$ cat src/rtl/control_multiciclo_if.sv
// control_multiciclo_if: controller <-> datapath signal bundle for the multicycle 19-bit core
interface control_multiciclo_if #(parameter int CNT_W = 16);
  logic [18:0] Instr;
  logic Zero;
  logic MemReady;
  logic MemReq;
  logic MemWrite;
  logic AdrSrc;
  logic IRWrite;
  logic PCWrite;
  logic RegWrite;
  logic ALUSrcA;
  logic [1:0] ALUSrcB;
  logic [1:0] ALUControl;
  logic [1:0] ResultSrc;
  logic [1:0] ImmSrc;
  logic Halted;
  logic [CNT_W-1:0] RetireCount;
  modport master(
    input Instr, Zero, MemReady,
    output MemReq, MemWrite, AdrSrc, IRWrite, PCWrite, RegWrite, ALUSrcA, ALUSrcB,
      ALUControl, ResultSrc, ImmSrc, Halted, RetireCount
  );
  modport slave(
    output Instr, Zero, MemReady,
    input MemReq, MemWrite, AdrSrc, IRWrite, PCWrite, RegWrite, ALUSrcA, ALUSrcB,
      ALUControl, ResultSrc, ImmSrc, Halted, RetireCount
  );
endinterface

$ cat src/rtl/control_multiciclo.sv
// control_multiciclo: multicycle main controller sequencing fetch/decode/execute/memory/writeback
module control_multiciclo #(parameter int CNT_W = 16) (
  input logic clk,
  input logic rst_n,
  control_multiciclo_if.master bus
);
  typedef enum logic [3:0] {
    START, FETCH, DECODE, EXECR, EXECI, MEMADR, MEMRD, MEMWR, ALUWB, MEMWB, BRANCH, HALT
  } state_t;
  state_t state, state_n;
  logic [CNT_W-1:0] cnt;
  logic retire;
  logic [1:0] op, funct;
  assign op = bus.Instr[18:17];
  assign funct = bus.Instr[16:15];
  assign bus.RetireCount = cnt;
  always_ff @(posedge clk or negedge rst_n)
    if (!rst_n) begin
      state <= START;
      cnt <= '0;
    end else begin
      state <= state_n;
      if (retire && !(&cnt)) cnt <= cnt + 1'b1;
    end
  always_comb begin
    state_n = state;
    bus.MemReq = 1'b0;
    bus.MemWrite = 1'b0;
    bus.AdrSrc = 1'b0;
    bus.IRWrite = 1'b0;
    bus.PCWrite = 1'b0;
    bus.RegWrite = 1'b0;
    bus.ALUSrcA = 1'b0;
    bus.ALUSrcB = 2'b00;
    bus.ALUControl = 2'b00;
    bus.ResultSrc = 2'b00;
    bus.Halted = 1'b0;
    case (state)
      START: state_n = FETCH;
      FETCH: begin
        bus.MemReq = 1'b1;
        bus.ALUSrcB = 2'b10;
        bus.ResultSrc = 2'b10;
        bus.IRWrite = bus.MemReady;
        bus.PCWrite = bus.MemReady;
        state_n = bus.MemReady ? DECODE : FETCH;
      end
      DECODE: begin
        bus.ALUSrcB = 2'b01;
        state_n = op == 2'b00 ? EXECR : op == 2'b01 ? EXECI : op == 2'b10 ? MEMADR :
                  funct == 2'b11 ? HALT : BRANCH;
      end
      EXECR: begin
        bus.ALUSrcA = 1'b1;
        bus.ALUControl = funct;
        state_n = ALUWB;
      end
      EXECI: begin
        bus.ALUSrcA = 1'b1;
        bus.ALUSrcB = 2'b01;
        bus.ALUControl = funct;
        state_n = ALUWB;
      end
      ALUWB: begin
        bus.RegWrite = 1'b1;
        state_n = FETCH;
      end
      MEMADR: begin
        bus.ALUSrcA = 1'b1;
        bus.ALUSrcB = 2'b01;
        state_n = funct[0] ? MEMWR : MEMRD;
      end
      MEMRD: begin
        bus.MemReq = 1'b1;
        bus.AdrSrc = 1'b1;
        state_n = bus.MemReady ? MEMWB : MEMRD;
      end
      MEMWB: begin
        bus.RegWrite = 1'b1;
        bus.ResultSrc = 2'b01;
        state_n = FETCH;
      end
      MEMWR: begin
        bus.MemReq = 1'b1;
        bus.MemWrite = 1'b1;
        bus.AdrSrc = 1'b1;
        state_n = bus.MemReady ? FETCH : MEMWR;
      end
      BRANCH: begin
        bus.ALUSrcA = 1'b1;
        bus.ALUControl = 2'b01;
        bus.PCWrite = funct == 2'b00 || (funct == 2'b01 && bus.Zero) || (funct == 2'b10 && !bus.Zero);
        state_n = FETCH;
      end
      HALT: bus.Halted = 1'b1;
      default: state_n = START;
    endcase
  end
  // the halt instruction counts as retired on its DECODE -> HALT transition
  assign retire = state == ALUWB || state == MEMWB || state == BRANCH ||
                  (state == MEMWR && bus.MemReady) ||
                  (state == DECODE && op == 2'b11 && funct == 2'b11);
  assign bus.ImmSrc = (state == START || state == FETCH || state == HALT) ? 2'b00 : op;
endmodule
$ cat src/flat_wrapper.sv
// flat-port wrapper written by rule: the top's interface ports become plain ports
module control_multiciclo_flat 
#(parameter int CNT_W = 16)
  (clk, rst_n, bus_Instr, bus_Zero, bus_MemReady, bus_MemReq, bus_MemWrite, bus_AdrSrc, bus_IRWrite, bus_PCWrite, bus_RegWrite, bus_ALUSrcA, bus_ALUSrcB, bus_ALUControl, bus_ResultSrc, bus_ImmSrc, bus_Halted, bus_RetireCount);
  control_multiciclo_if #(.CNT_W(CNT_W)) bus_i ();
  input logic clk;
  input logic rst_n;
  input wire logic [$bits(bus_i.Instr)-1:0] bus_Instr;
  input wire logic [$bits(bus_i.Zero)-1:0] bus_Zero;
  input wire logic [$bits(bus_i.MemReady)-1:0] bus_MemReady;
  output wire logic [$bits(bus_i.MemReq)-1:0] bus_MemReq;
  output wire logic [$bits(bus_i.MemWrite)-1:0] bus_MemWrite;
  output wire logic [$bits(bus_i.AdrSrc)-1:0] bus_AdrSrc;
  output wire logic [$bits(bus_i.IRWrite)-1:0] bus_IRWrite;
  output wire logic [$bits(bus_i.PCWrite)-1:0] bus_PCWrite;
  output wire logic [$bits(bus_i.RegWrite)-1:0] bus_RegWrite;
  output wire logic [$bits(bus_i.ALUSrcA)-1:0] bus_ALUSrcA;
  output wire logic [$bits(bus_i.ALUSrcB)-1:0] bus_ALUSrcB;
  output wire logic [$bits(bus_i.ALUControl)-1:0] bus_ALUControl;
  output wire logic [$bits(bus_i.ResultSrc)-1:0] bus_ResultSrc;
  output wire logic [$bits(bus_i.ImmSrc)-1:0] bus_ImmSrc;
  output wire logic [$bits(bus_i.Halted)-1:0] bus_Halted;
  output wire logic [$bits(bus_i.RetireCount)-1:0] bus_RetireCount;
  assign bus_i.Instr = bus_Instr;
  assign bus_i.Zero = bus_Zero;
  assign bus_i.MemReady = bus_MemReady;
  assign bus_MemReq = bus_i.MemReq;
  assign bus_MemWrite = bus_i.MemWrite;
  assign bus_AdrSrc = bus_i.AdrSrc;
  assign bus_IRWrite = bus_i.IRWrite;
  assign bus_PCWrite = bus_i.PCWrite;
  assign bus_RegWrite = bus_i.RegWrite;
  assign bus_ALUSrcA = bus_i.ALUSrcA;
  assign bus_ALUSrcB = bus_i.ALUSrcB;
  assign bus_ALUControl = bus_i.ALUControl;
  assign bus_ResultSrc = bus_i.ResultSrc;
  assign bus_ImmSrc = bus_i.ImmSrc;
  assign bus_Halted = bus_i.Halted;
  assign bus_RetireCount = bus_i.RetireCount;
  control_multiciclo #(.CNT_W(CNT_W)) u_core (.clk(clk), .rst_n(rst_n), .bus(bus_i));
endmodule
$ cat config.mk
export PLATFORM = sky130hd
export DESIGN_NAME = control_multiciclo_flat
export DESIGN_NICKNAME = d
export VERILOG_FILES = /design/src/rtl/control_multiciclo_if.sv /design/src/rtl/control_multiciclo.sv /design/src/flat_wrapper.sv
export SDC_FILE = /design/constraint.sdc
export NUM_CORES = 1
export LEC_CHECK = 0
export CAP_MARGIN = 15
export CORE_ASPECT_RATIO = 1.4
export CORE_MARGIN = 5
export CORE_UTILIZATION = 42
export DETAILED_ROUTE_END_ITERATION = 12
export PLACE_DENSITY = 0.79
export SLEW_MARGIN = 10
export SYNTH_ARGS = -nofsm -noshare
export SYNTH_HDL_FRONTEND = slang
export SYNTH_SLANG_ARGS = --single-unit
export TNS_END_PERCENT = 100
$ cat constraint.sdc
create_clock -name clk -period 2.39 [get_ports clk]
set_input_delay 0.478 -clock clk [delete_from_list [all_inputs] [get_ports clk]]
set_output_delay 0.478 -clock clk [all_outputs]
set_load 0.02 [all_outputs]
# Yosys cells after proc, flatten, opt, wreduce, memory -nomap -nowiden
# Index checks and enable logic that the tools add are counted.
# totals
inputBits,23
out_inout_bits,32
ff_bits,20
word_cells,68
# op_classes
mux,21
addsub,1
reduce_logical,27
eq_ne,17
# ops
op,count
one-hot mux 4 bit (8 select lines),1
adder 16 x 1 -> 16 bit (second input constant),1
equality test 4 x 3 -> 1 bit (second input constant),4
equality test 4 bit (second input constant),4
2-to-1 mux 4 bit,4
AND reduction 16 bit,1
one-hot mux 2 bit (2 select lines),3
2-to-1 mux 1 bit,9
equality test 2 bit (second input constant),4
equality test 4 x 2 -> 1 bit (second input constant),2
logical OR 1 bit,8
OR reduction 4 bit,2
logical AND 1 bit,6
OR reduction 2 bit,3
OR reduction 3 bit,2
equality test 2 x 1 -> 1 bit (second input constant),2
equality test 4 x 1 -> 1 bit (second input constant),1
logical NOT 2 bit,2
logical NOT 4 bit,1
2-to-1 mux 2 bit,2
2-to-1 mux 3 bit,1
logical NOT 1 bit,2
one-hot mux 1 bit (2 select lines),1

# Longest topological paths before layout
# depth
ltp_word,6
ltp_mapped,7
mapped_depth_nobuf,6

# Worst setup path before layout
# Ideal clock, no wire load.
# synth_path
path_type,register to output
from,register u_core.state[0]
to,output port bus_IRWrite
path_stages_with_launch,5
arrival_ns,1.613
setup_slack_ns,0.299
cell_sequence,dfrtp_1 clkbuf_1 nand2_1 nor3_1 and2_1
# synth_via
elab_chain_len,2
# synth_rtl
item,line,rtl
start: declaration,control_multiciclo.sv:10,"state_t state, state_n;"
start signal: assignment,control_multiciclo.sv:22,state <= state_n;
equality test 4 x 1 -> 1 bit,control_multiciclo.sv:38,case (state)
2-to-1 mux 1 bit,control_multiciclo.sv:38,
end: declaration,flat_wrapper.sv:14,output wire logic [$bits(bus_i.IRWrite)-1:0] bus_IRWrite;
# Every way passes these cells.

# Worst setup path in the final report
# layout_path
from,register u_core.state[0]
to,output port bus_ALUControl[0]
# layout_via
elab_chain_len,3
# layout_rtl
item,line,rtl
equality test 4 x 2 -> 1 bit or equality test 4 x 3 -> 1 bit (tied branches),control_multiciclo.sv:38,
OR reduction 2 bit (no source line),--,
one-hot mux 2 bit (2 select lines) (*),control_multiciclo.sv:38,
end: declaration,flat_wrapper.sv:19,output wire logic [$bits(bus_i.ALUControl)-1:0] bus_ALUControl;
# Mark *: on every way between the ends. The rest lies on a longest branch, timed or not.

==> results.json <==
{
  "cts-root-buf": "clkbuf_8",
  "final_cell_area_sq_mm": 0.00192,
  "cp.required_ns": 1.91,
  "ys_seq_elements": 20,
  "drt_iter0_drc": 28,
  "drive_above_1_share_pct": 18.2,
  "arrival_ns": 1.71,
  "grt_pass1_vias": 1376,
  "ir_drop_mv": 0.827,
  "setup_violations": 0,
  "synthCells": 145,
  "critical_path_class": "register to primary output",
  "worst-slew-pin-transition_ns": 0.392,
  "seq_area_frac_synth_pct": 38.1,
  "final_common_cell": "clkdlybuf4s50_1",
  "die_area_sq_mm": 0.00436,
  "coreArea_sq_mm": 0.00306,
  "path_cells": "nor2b_1 > a21oi_1 > o21ai_0 > dlygate4sd2_1",
  "power.density_cell_area_mw_per_mm2": 1020,
  "rrSetupSlack_ns": 0.45,
  "syn_area_per_cell_sq_um": 9.05,
  "vias": 1327,
  "rsz0062_at_grt": "no",
  "startpoint_type": "register",
  "grt_max_degree": 21,
  "hold_viol": 0,
  "num_io_pins": 55,
  "status": "complete, no violations",
  "drv_cap": 0,
  "final_cell_mix": "22 x clkdlybuf4s50_1, 18 x dfrtp_1, 17 x buf_4, 13 x nor2_1, 13 x xor2_1",
  "fp.dieH_microns": 76.1,
  "regArea_sq_um": 503,
  "clock-sinks": 20,
  "via_per_inst": 5.60,
  "yosysUniqueCellTypes": 43,
  "antenna_cells": 0,
  "endpoint_kind": "primary output",
  "overflow": 0,
  "hold_class": "register to register",
  "slew_viol_final": 0,
  "clk_latency_ns": 0.25,
  "initial_utilization_pct": 42.9,
  "rows": 24,
  "layout.nets": 227,
  "cts_tree": "built",
  "critPathMaxStageDelay_ns": 0.49,
  "holdWs_ns": 0.496,
  "path_max_fanout": 11,
  "fin_crit_ns": 2.19,
  "cts.path.max_buffers": 2,
  "cpMaxStageDelayCell": "dfrtp_2",
  "synth_top_area_share_pct": 38.1,
  "ys.flop_type": "dfrtp_1",
  "place_congestion": 0.857,
  "syn-cell-area_sq_mm": 0.00131,
  "cts_setup_buffers": 0,
  "dieWidth_microns": 57.2,
  "antenna_left": 0,
  "synth-edff-count": 0,
  "top_layer_used": "met4",
  "period_share_pct": 91.6,
  "wl_met3_microns": 224,
  "grtUsageTotal_pct": 17.3,
  "wl_mm": 3.57,
  "wl_per_cell_microns": 15.1,
  "multiInputGateArea_sq_um": 772,
  "cts_hold_buf": 0,
  "clock-skew-final_ns": 0.00253,
  "slew_headroom_pct": 73.7,
  "leakage_uw": 0.00102,
  "clkTransAtPathRegs_ns": 0.07,
  "synth_area_leaders": "dfrtp_1 38%, xor2_1 8.7%, ha_1 3.8%, nor2_1 3.7%, nand3_1 3.1%",
  "cts_buffers": 3,
  "fmax_ghz": 0.457,
  "grt_pass1_wl_mm": 6.18,
  "yosysTopAreaCell": "dfrtp_1",
  "drt-pass1-iter-count": 4,
  "syn_to_final_growth_pct": 46.6,
  "htreeDepth": 1,
  "dp_hpwl_mm": 2.84,
  "met2_length_mm": 1.87,
  "async_reset_ff_share_pct": 100,
  "numPortBuffers": 39,
  "nFillCells": 272,
  "drc": 0,
  "syn_nets": 172,
  "wl_met1_mm": 1.35,
  "dpl-instance-area_sq_mm": 0.00185,
  "yosys_warnings": 0,
  "setup_tns_ns": 0,
  "antenna_found_initial": 0
}
[worst paths after layout]
check,end,from,cells after the start
min in group asynchronous,u_core.bus.RetireCount[11]$_DFFE_PN0P_,rst_n,2
worst max-delay path,bus_ALUControl[0],u_core.state[0]$_DFFE_PN0N_,4
worst min-delay path,u_core.bus.RetireCount[8]$_DFFE_PN0P_,u_core.bus.RetireCount[8]$_DFFE_PN0P_,1
worst min register to register,u_core.bus.RetireCount[8]$_DFFE_PN0P_,u_core.bus.RetireCount[8]$_DFFE_PN0P_,1
worst max register to register,u_core.bus.RetireCount[8]$_DFFE_PN0P_,u_core.state[0]$_DFFE_PN0N_,7
max in group asynchronous,u_core.state[2]$_DFFE_PN0N_,rst_n,2
[cell families after synthesis]
kind of cell / share of synthesized area (%)
and+or+nand+nor: 29.8
AOI/OAI and AO/OA: 10.6
DFF: 38.1
xor gates and xnor gates: 10.0
buffers and inverters: 4.29
muxes: 3.34
adders and majority gates: 3.81
[layout make-up]
| type | count | share of cell area, % |
|---|---|---|
| timing repair buffer | 56 | 27.9 |
| multi-input combinational | 113 | 40.1 |
| sequential | 20 | 26.1 |
| inverter | 6 | 1.17 |
| tap | 39 | 2.54 |
| clock buffer | 3 | 2.15 |
[worst max-delay path: cells and delay by family, from the launching register on]
family                 cells  cell delay, ns
AND/OR/NAND/NOR            1            0.31
flip-flops                 1            0.49
AO/OA/AOI/OAI              2            0.29
buffers and inverters      1            0.36
[where the power goes]
group / internal (uW) / switching, uW
clock network: 112 / 104
logic: 551 / 656
registers: 415 / 123
total: 1080 / 883
[timing repair]
action	4_1_cts	5_1_grt
hold endpoints to repair	0	0
gates resized for setup	13	15
pin swaps	0	2
setup endpoints to repair	12	9
[stage by stage]
stage | instances | util, % | total power [uW] | setup WS (ns)
detailed placement | 234 | 60.3 | 1770 | -0.516
CTS | 237 | 61.4 | 1960 | -0.0417
finish | 237 | 62.8 | 1960 | 0.201
floorplan | 145 | - | 1210 | 0.299
global placement | 234 | 60.3 | 1750 | -0.489
global route | 237 | 62.8 | 2120 | 0.0464
[Yosys cell counts, drive strengths merged, types with 3 or more instances]
cell / instances
dfrtp: 20
o21ai: 6
nand4: 3
nand3: 8
and3: 3
nor4: 5
xor2: 13
ha: 4
mux2: 3
clkbuf: 4
nand2: 10
nor3: 9
a21oi: 7
nor2: 14
inv: 6
nor2b: 4
[registers in the layout, summed over array words and instances (netlist names)]
name,flops
u_core.state,4
u_core.bus.RetireCount,16
[metal layers]
| metal | up-vias | GRT usage [%] |
|---|---|---|
| li1 | 626 | - |
| met1 | 633 | 19.0 |
| met2 | 54 | 31.0 |
| met3 | 14 | 3.90 |
| met4 | 0 | 7.19 |
| met5 | - | 0 |
Power figures use the tool's default switching activity.
